### src/rtl/req_pkg.sv
// ============================================================================
// req_pkg : request command type and widths shared by the request switch
// Revision: 1.0
// ============================================================================
`default_nettype none

package req_pkg;

  localparam int REQ_ADDR_W = 16;
  localparam int REQ_LEN_W  = 4;

  typedef enum logic [1:0] {
    CMD_IDLE = 2'd0,
    CMD_RD   = 2'd1,
    CMD_WR   = 2'd2
  } cmd_e;

  typedef struct packed {
    cmd_e                  cmd;
    logic [REQ_ADDR_W-1:0] addr;
    logic [REQ_LEN_W-1:0]  len;
    logic                  lock;
  } reqcmd_t;

  typedef enum logic {
    IDLE   = 1'b0,
    LOCKED = 1'b1
  } arb_state_e;

endpackage

`default_nettype wire

### src/rtl/req_fifo.sv
// ============================================================================
// req_fifo : per-channel request buffer, DEPTH entries, first-word head view
// Revision: 1.0
// ============================================================================
`default_nettype none

module req_fifo
  import req_pkg::*;
#(
  parameter int DEPTH = 2
) (
  input  logic    clk,
  input  logic    rst_n,
  input  logic    push,
  input  reqcmd_t din,
  input  logic    pop,
  output logic    full,
  output logic    empty,
  output reqcmd_t head
);

  localparam int PTR_W = $clog2(DEPTH);
  localparam int CNT_W = $clog2(DEPTH + 1);

  reqcmd_t            mem [DEPTH];
  logic [PTR_W-1:0]   wr_ptr;
  logic [PTR_W-1:0]   rd_ptr;
  logic [CNT_W-1:0]   count;

  assign full  = (count == CNT_W'(DEPTH));
  assign empty = (count == '0);
  assign head  = mem[rd_ptr];

  // Storage carries no reset; only the occupancy bookkeeping is cleared.
  always_ff @(posedge clk) begin
    if (push) mem[wr_ptr] <= din;
  end

  always_ff @(posedge clk) begin
    if (!rst_n) begin
      wr_ptr <= '0;
      rd_ptr <= '0;
      count  <= '0;
    end else begin
      if (push) wr_ptr <= wr_ptr + PTR_W'(1);
      if (pop)  rd_ptr <= rd_ptr + PTR_W'(1);
      case ({push, pop})
        2'b10:   count <= count + CNT_W'(1);
        2'b01:   count <= count - CNT_W'(1);
        default: count <= count;
      endcase
    end
  end

endmodule

`default_nettype wire

### src/rtl/req_sw_arb.sv
// ============================================================================
// req_sw_arb : NUM_CH-way request switch, round-robin with locked sequences
// Revision: 1.0
// ============================================================================
`default_nettype none

module req_sw_arb
  import req_pkg::*;
#(
  parameter int NUM_CH = 4,
  parameter int DEPTH  = 2,
  parameter int CH_W   = $clog2(NUM_CH)
) (
  input  logic              clk,
  input  logic              rst_n,
  input  reqcmd_t           AReq [NUM_CH],
  input  logic [NUM_CH-1:0] a_valid,
  output logic [NUM_CH-1:0] a_ready,
  output reqcmd_t           BReq,
  output logic              b_valid,
  input  logic              b_ready,
  output logic [CH_W-1:0]   b_ch
);

  logic [NUM_CH-1:0] full;
  logic [NUM_CH-1:0] empty;
  logic [NUM_CH-1:0] pop;
  reqcmd_t           head [NUM_CH];

  arb_state_e        state;
  logic [CH_W-1:0]   lock_ch;
  logic [CH_W-1:0]   rr_ptr;

  logic              load;
  logic              gnt_vld;
  logic [CH_W-1:0]   gnt_ch;
  logic [CH_W-1:0]   cand;
  logic [CH_W-1:0]   next_rr;

  assign a_ready = ~full;

  for (genvar i = 0; i < NUM_CH; i++) begin : g_fifo
    req_fifo #(
      .DEPTH (DEPTH)
    ) u_fifo (
      .clk   (clk),
      .rst_n (rst_n),
      .push  (a_valid[i] && !full[i]),
      .din   (AReq[i]),
      .pop   (pop[i]),
      .full  (full[i]),
      .empty (empty[i]),
      .head  (head[i])
    );
  end

  // Output register accepts a new request when empty or being drained.
  assign load    = !b_valid || b_ready;
  assign next_rr = CH_W'((int'(gnt_ch) + 1) % NUM_CH);

  // Walk from the farthest offset back so the nearest non-empty channel wins.
  always_comb begin
    gnt_vld = 1'b0;
    gnt_ch  = '0;
    cand    = '0;
    if (state == LOCKED) begin
      gnt_vld = !empty[lock_ch];
      gnt_ch  = lock_ch;
    end else begin
      for (int i = NUM_CH - 1; i >= 0; i--) begin
        cand = CH_W'((int'(rr_ptr) + i) % NUM_CH);
        if (!empty[cand]) begin
          gnt_vld = 1'b1;
          gnt_ch  = cand;
        end
      end
    end
  end

  always_comb begin
    pop = '0;
    if (load && gnt_vld) pop[gnt_ch] = 1'b1;
  end

  always_ff @(posedge clk) begin
    if (!rst_n) begin
      state   <= IDLE;
      lock_ch <= '0;
      rr_ptr  <= '0;
      b_valid <= 1'b0;
      BReq    <= '0;
      b_ch    <= '0;
    end else if (load) begin
      b_valid <= gnt_vld;
      if (gnt_vld) begin
        BReq <= head[gnt_ch];
        b_ch <= gnt_ch;
        if (head[gnt_ch].lock) begin
          state   <= LOCKED;
          lock_ch <= gnt_ch;
        end else begin
          state  <= IDLE;
          rr_ptr <= next_rr;
        end
      end
    end
  end

endmodule

`default_nettype wire

### config.mk
export PLATFORM = sky130hd
export DESIGN_NAME = req_sw_arb
export DESIGN_NICKNAME = d
export VERILOG_FILES = /design/src/rtl/req_pkg.sv /design/src/rtl/req_fifo.sv /design/src/rtl/req_sw_arb.sv
export SDC_FILE = /design/constraint.sdc
export NUM_CORES = 1
export LEC_CHECK = 0
export ABC_AREA = 1
export CAP_MARGIN = 30
export CORE_MARGIN = 10
export CORE_UTILIZATION = 55
export CTS_CLUSTER_SIZE = 40
export DETAILED_ROUTE_END_ITERATION = 8
export PLACE_DENSITY = 0.84
export SYNTH_ARGS = -nofsm -noshare
export SYNTH_HDL_FRONTEND = slang
export SYNTH_SLANG_ARGS = --single-unit
### constraint.sdc
create_clock -name clk -period 2.71 [get_ports clk]
set_input_delay 0.4065 -clock clk [delete_from_list [all_inputs] [get_ports clk]]
set_output_delay 0.4065 -clock clk [all_outputs]
set_load 0.1 [all_outputs]
Yosys cells after proc, flatten, opt, wreduce, memory -nomap -nowiden
Memories as Yosys holds them, arrays and structs flattened. A register that Yosys moved wholly into a read port is not among the register bits.
Cells that the tools add are included.
Widths: inputs -> output; s select.
{ "op_classes": {"addsub": 20, "order_cmp": 8, "eq_ne": 12, "muxes": 47, "reduce_logical": 24, "bitwise_logic": 3} }
{ "op_table": {"columns": ["operator", "n"], "rows": [
  ["$bmux 23 s2", 1],
  ["$mux 23", 2],
  ["$mux 1", 28],
  ["$lt 2x3->1 const B", 6],
  ["$eq 2x2->1 const B", 8],
  ["$pmux 2 s2", 4],
  ["$add 2x1->2 const B", 6],
  ["$bmux 1 s2", 5],
  ["$mux 2", 5],
  ["$add 1x1->1 const B", 8],
  ["$eq 2x1->1 const B", 4],
  ["$logic_not 2->1", 4],
  ["$reduce_bool 2->1", 4],
  ["$sub 2x1->2 const B", 4],
  ["$logic_and 1x1->1", 6],
  ["$logic_not 1->1", 6],
  ["$reduce_and 3->1", 2],
  ["$add 2x2->2 const B", 2],
  ["$mux 4", 1],
  ["$not 4->4", 1],
  ["$ge 3x3->1 const B", 1],
  ["$not 2->3", 1],
  ["$demux 1 s2", 1],
  ["$ge 2x1->1 const B", 1],
  ["3 further kinds", 3]
]} }
{ "totals": {"elab_cells": 139, "n_memories": 4, "inputBits": 99, "mem_bits_rw": 184, "reg_bits": 47} }
{ "memory_table": {"columns": ["name", "words", "width", "read_ports", "rd_ports_with_merged_regs", "write_ports", "line", "source"], "rows": [
  ["g_fifo[0].u_fifo.mem", 2, 23, 1, 1, 1, "req_fifo.sv:25", "reqcmd_t mem [DEPTH];"],
  ["g_fifo[1].u_fifo.mem", 2, 23, 1, 1, 1, "req_fifo.sv:25", null],
  ["g_fifo[2].u_fifo.mem", 2, 23, 1, 1, 1, "req_fifo.sv:25", null],
  ["g_fifo[3].u_fifo.mem", 2, 23, 1, 1, 1, "req_fifo.sv:25", null]
]} }

Longest topological paths before layout
{ "depth": {"ltp_word": 15, "ltp_mapped": 18} }

Modules after synthesis
A second synthesis with hierarchy kept.
{ "unflattened": {"cells_unflattened": 853, "hier_area_um2": 10083.4} }
{ "by_module_without_submodules": {"columns": ["mod", "area_each_um2", "cells_each", "seq_area_each_um2", "instances"], "rows": [
  ["req_fifo", 1889.3, 106, 1481.4, 4],
  ["req_sw_arb", 2526.2, 429, 600.6, 1]
]} }

Worst setup path after synthesis
OpenSTA, ideal clock, no wires.
{ "synth_path": {"kind": "register to register", "start": "register g_fifo[0].u_fifo.count[0]", "end": "memory g_fifo[0].u_fifo.mem[1][0] (netlist bit) (enable)", "path_stages_with_launch": 5, "arrival_ps": 2355, "setup_ps": 404, "path_slack_ps": -49, "cell_sequence": "dfxtp_1 -> inv_1 -> nand2_1 -> nand2_1 -> nor2_1"} }
{ "synth_via": {"elab_chain_len": 5} }
{ "synth_rtl": {"columns": ["item", "line", "source"], "rows": [
  ["from (decl)", "req_fifo.sv:28", "logic [CNT_W-1:0] count;"],
  ["from (signal assigned)", "req_fifo.sv:48", "2'b10: count <= count + CNT_W'(1);"],
  ["from (signal assigned)", "req_fifo.sv:49", "2'b01: count <= count - CNT_W'(1);"],
  ["from (signal assigned)", "req_fifo.sv:50", "default: count <= count;"],
  ["$eq 2x2->1", "req_fifo.sv:30", "assign full = (count == CNT_W'(DEPTH));"],
  ["$logic_not 1->1", "req_sw_arb.sv:48", ".push (a_valid[i] && !full[i]),"],
  ["$logic_and 1x1->1", "req_sw_arb.sv:48", null],
  ["$mux 1", "req_fifo.sv:36", "if (push) mem[wr_ptr] <= din;"],
  ["$mux 1 (not written as such)", "req_fifo.sv:36", null],
  ["to (decl)", "req_fifo.sv:25", null]
]} }
Every way passes these cells.

Final worst setup path
{ "layout_path": {"start": "register g_fifo[2].u_fifo.count[1]", "end": "register g_fifo[1].u_fifo.count[1]"} }
{ "layout_via": {"elab_chain_len": 15, "word_cells_on_any_way": 33, "cone_classes": "2 x order compare; 2 x eq/ne; 24 x mux; 5 x reduce/logical"} }
{ "layout_rtl": {"columns": ["item", "line", "source"], "rows": [
  ["from (decl)", "req_fifo.sv:28", null],
  ["from (signal assigned)", "req_fifo.sv:48", null],
  ["from (signal assigned)", "req_fifo.sv:49", null],
  ["from (signal assigned)", "req_fifo.sv:50", null],
  ["$logic_not 2->1 (*)", "req_fifo.sv:31", "assign empty = (count == '0);"],
  ["$bmux 1 s2", "req_sw_arb.sv:72", "if (!empty[cand]) begin"],
  ["$mux 1 (not written as such)", "req_sw_arb.sv:72", null],
  ["$mux 2 (4 in a row)", "req_sw_arb.sv:72", null],
  ["$mux 2", "req_sw_arb.sv:66", "if (state == LOCKED) begin"],
  ["$lt 2x3->1 (not written as such) or $ge 2x1->1 (tied branches)", "req_sw_arb.sv:82", "if (load && gnt_vld) pop[gnt_ch] = 1'b1;"],
  ["$logic_and 1x1->1 (not written as such)", "req_sw_arb.sv:82", null],
  ["$mux 1 (not written as such)", "req_sw_arb.sv:82", null],
  ["$demux 1 s2", "req_sw_arb.sv:82", null],
  ["$mux 4 (*)", "req_sw_arb.sv:82", null],
  ["net g_fifo[1].u_fifo.pop", "req_fifo.sv:16", "input logic pop,"],
  ["$eq 2x1->1 or $eq 2x2->1 (tied branches)", "req_fifo.sv:47", "case ({push, pop})"],
  ["$pmux 2 s2 or $reduce_bool 2->1 (tied branches)", null, null],
  ["to (signal assigned)", "req_fifo.sv:48", null],
  ["to (signal assigned)", "req_fifo.sv:49", null],
  ["to (signal assigned)", "req_fifo.sv:50", null],
  ["to (decl)", "req_fifo.sv:28", null]
]} }
The timed path passes the listed nets; every way through them passes the cells marked *. The select of a mux whose other input is x is not followed.
A chain may end at the register's enable or synchronous reset.

==> metrics.md <==
| Metric | Value |
|---|---|
| Status | `finished, final reports clean` |
| Drt wl/cell | `18.02 um` |
| CP Class | `flop to flop` |
| Reg clk slew, reported paths | `0.06 ns` |
| Seq/Total Area, Yosys | `0.6884` |
| Yosys warns | `0` |
| Clk buf depth | `3` |
| Internal Pwr Total | `8.814 mW` |
| Worst Hold Class | `flop to flop` |
| Top post-synthesis cells by count | `edfxtp_1, nand2_1, nor2_1, nand3_1, dfxtp_1` |
| Starting density of the core | `0.5657` |
| # setup viols final | `0` |
| Complex-gate fraction of the synthesized area | `0.05939` |
| Logic pwr share | `0.457` |
| Power per cell area | `1293 nW/um^2` |
| Die area | `22890 sq um` |
| Gr usage total | `0.1778` |
| Synth async-reset ratio | `0` |
| Hold EP | `g_fifo[2].u_fifo.rd_ptr$_SDFFE_PN0P_` |
| # nets final | `1009` |
| RSZ-0062 raised after global routing | `no` |
| CP max FO | `9` |
| Tcrit/Tclk final | `0.9157` |
| Row count | `47` |
| Adder-cell share of the synthesized area | `0.005279` |
| Final wirelength | `20.60 mm` |
| Placed Instances | `1101` |
| Seq pwr share | `0.322` |
| ANT nets after route | `0` |
| Max Clock Freq | `0.4030 GHz` |
| CP Launch Point | `g_fifo[2].u_fifo.count[1]$_SDFFE_PN0P_` |
| CP arrival | `2.83 ns` |
| Global route overflow | `0` |
| Number of H-tree levels | `1` |
| Die width | `151.3 um` |
| Vias after detailed routing | `6224` |
| Worst setup SP type | `flop` |
| # clock sinks | `234` |
| N_diodes | `0` |
| Hold path depth | `1` |
| WHS | `0.4613 ns` |
| XOR/XNOR Fraction of Synth Area | `0.004619` |
| Worst-Skew Late Latency | `0.50 ns` |
| Pre-CTS setup slack | `0.2028 ns` |
| Final Power | `15.26 mW` |
| Clock share of power | `0.221` |
| Final Hold Fails | `0` |
| Port Buffers | `128` |
| Setup ws final | `0.2285 ns` |
| Multiplexer area fraction after synthesis | `0.08301` |
| RR Endpoint | `g_fifo[1].u_fifo.count[1]$_SDFFE_PN0P_` |
| Area share of and/or/nand/nor cells after synthesis | `0.1225` |
| Layout area overhead | `24.44%` |
| Largest family of logic cells by synthesized area | `simple AND/OR/NAND/NOR gates` |
| Synth top area cells | `edfxtp_1, dfxtp_1, mux2_2` |
| Crit path required time | `3.06 ns` |
| Worst slew pin tran | `0.7366 ns` |
| Die Span Y | `151.3 um` |
| Flop and latch count out of synthesis | `234` |
| Largest net degree at the start of global routing | `34` |
| Layout Cells excl Fill | `1143` |
| Drt via density | `5.445` |
| Yosys top cell area share | `0.5828` |
| Mapped cell area | `9480 sq um` |
| Mapped Cells | `767` |
| Max-cap violation count | `0` |
| Syn_area_per_cell | `12.36 sq um` |
| DR DRC count | `0` |
| Count leader, synth | `edfxtp_1` |
| P_leak | `4.454 nW` |
| Synth cell types | `32` |
| Sw frac | `0.4223` |
| Synth Net Count | `870` |
| Most common flop cell mapped by yosys | `edfxtp_1` |
| HP Start | `g_fifo[2].u_fifo.rd_ptr$_SDFFE_PN0P_` |
| Filler instances | `1161` |
| Setup slack, reg-to-reg | `0.23 ns` |
| # IOs | `129` |
| Routability congestion estimate | `0.8586` |
| Slew HR | `0.5084` |
| Slew Limit Fails | `0` |
| Psw | `6.444 mW` |
| Post CTS Setup Buffer Count | `0` |
| Initial antenna violation count | `0` |
| Area leader, netlist | `edfxtp_1` |
| First-pass GRT wire length | `32.09 mm` |
| Worst setup EP type | `flop` |
| R2R cell count | `13` |
| R2r startpoint | `g_fifo[2].u_fifo.count[1]$_SDFFE_PN0P_` |
| CTS Root Cell | `clkbuf_16` |
| CTS Buf Count | `23` |
| DP HPWL | `14.53 mm` |
| Period minus WS final | `2.482 ns` |
| Drt first pass iters | `5` |
| Post-synth EDFFs | `184` |
| Core area | `16760 sq um` |
| Clock skew | `0.008434 ns` |
| Vias in the first global route | `6273` |
| DRT iter0 DRCs | `506` |
| CTS tree | `built` |
| Share of cells above drive strength 1 | `0.1668` |
| VDD IR max | `0.0007539 V` |
[logic make-up after synthesis]
| kind of cell | Yosys count |
|---|---|
| AOI/OAI and AO/OA | 103 |
| DFF | 234 |
| and+or+nand+nor | 265 |
| adders and majority gates | 4 |
| xor gates and xnor gates | 5 |
| buffers and inverters | 82 |
| muxes | 74 |
[cell type report]
cell class / count / area [sq um] / share of cell area
Clock inverter: 15 / 205.2 / 0.01739
Tap cell: 220 / 275.3 / 0.02333
Timing Repair Buffer: 148 / 1356 / 0.1150
Sequential cell: 234 / 6528 / 0.5533
Multi-Input combinational cell: 451 / 2640 / 0.2238
Inverter: 48 / 182.7 / 0.01548
Clock buffer: 27 / 610.6 / 0.05176
[power groups by stage]
stage | clock network [mW] | logic, mW | registers [mW]
2_1_floorplan | 0 | 4.36 | 5.82
4_1_cts | 3.41 | 6.95 | 4.90
3_5_place_dp | 0 | 6.89 | 4.97
3_3_place_gp | 0 | 6.74 | 4.94
6_report | 3.37 | 6.98 | 4.91
5_1_grt | 3.59 | 7.69 | 4.97
[state kept, by name, summed over array words and instances, names as in the netlist, named ones only]
signal / count
BReq: 23
b_ch: 2
b_valid: 1
g_fifo.u_fifo.count: 8
g_fifo.u_fifo.mem: 184
g_fifo.u_fifo.rd_ptr: 4
g_fifo.u_fifo.wr_ptr: 4
lock_ch: 2
rr_ptr: 2
[worst max-delay path by stage]
stage,endpoint
2_1_floorplan,g_fifo[0].u_fifo.mem[1][0]$_DFFE_PP_
3_3_place_gp,g_fifo[1].u_fifo.count[1]$_SDFFE_PN0P_
3_5_place_dp,g_fifo[0].u_fifo.count[1]$_SDFFE_PN0P_
4_1_cts,g_fifo[0].u_fifo.count[1]$_SDFFE_PN0P_
5_1_grt,g_fifo[0].u_fifo.count[1]$_SDFFE_PN0P_
6_report,g_fifo[1].u_fifo.count[1]$_SDFFE_PN0P_
[stage by stage]
step	util	setup TNS, ns	cell area, sq um
floorplan	-	-6.090	9480
global placement	0.6541	0	10960
detailed placement	0.6541	0	10960
CTS	0.7028	0	11780
global route	0.7039	0	11800
finish	0.7039	0	11800
[cell usage in the layout (no fill, tap or decap), types with 6 or more instances in the layout]
cell             count
inv_1               44
nor2_1              66
mux2i_1             37
nor3_1               8
o21ai_0             36
nand3_2              6
dfxtp_1             49
nor2_2              11
edfxtp_1           184
o21a_1              15
buf_4               50
clkdlybuf4s50_1     98
mux2_2              37
clkbuf_16           23
nand2_1            108
o21ai_1             13
a21oi_1             35
nand3_1             56
[layer usage]
| layer | up-vias | track usage | wire [um] |
|---|---|---|---|
| li1 | 2981 | - | - |
| met1 | 2954 | 0.2348 | 8571 |
| met2 | 244 | 0.2891 | 9600 |
| met3 | 45 | 0.04296 | 1980 |
| met4 | 0 | 0.04524 | 444 |
| met5 | - | 0 | 0 |
[worst max-delay path, cell delays in order (launching register included)]
cell and delay [ns]:
dfxtp_1 0.33, nor2_1 0.21, nand2_1 0.12, nand2_1 0.12, o21ai_1 0.08, nand3_1 0.08, nand3_1 0.15, a21oi_4 0.21
nand2_1 0.17, nor2_8 0.20, ha_1 0.28, nor2_1 0.16, and3_1 0.17, nor3_1 0.04
[timing repair]
item | in CTS | in global routing
setup endpoints to repair | 0 | 8
resized for setup | 0 | 6
hold buffers | 0 | 0
Power figures use the tool's default switching activity.
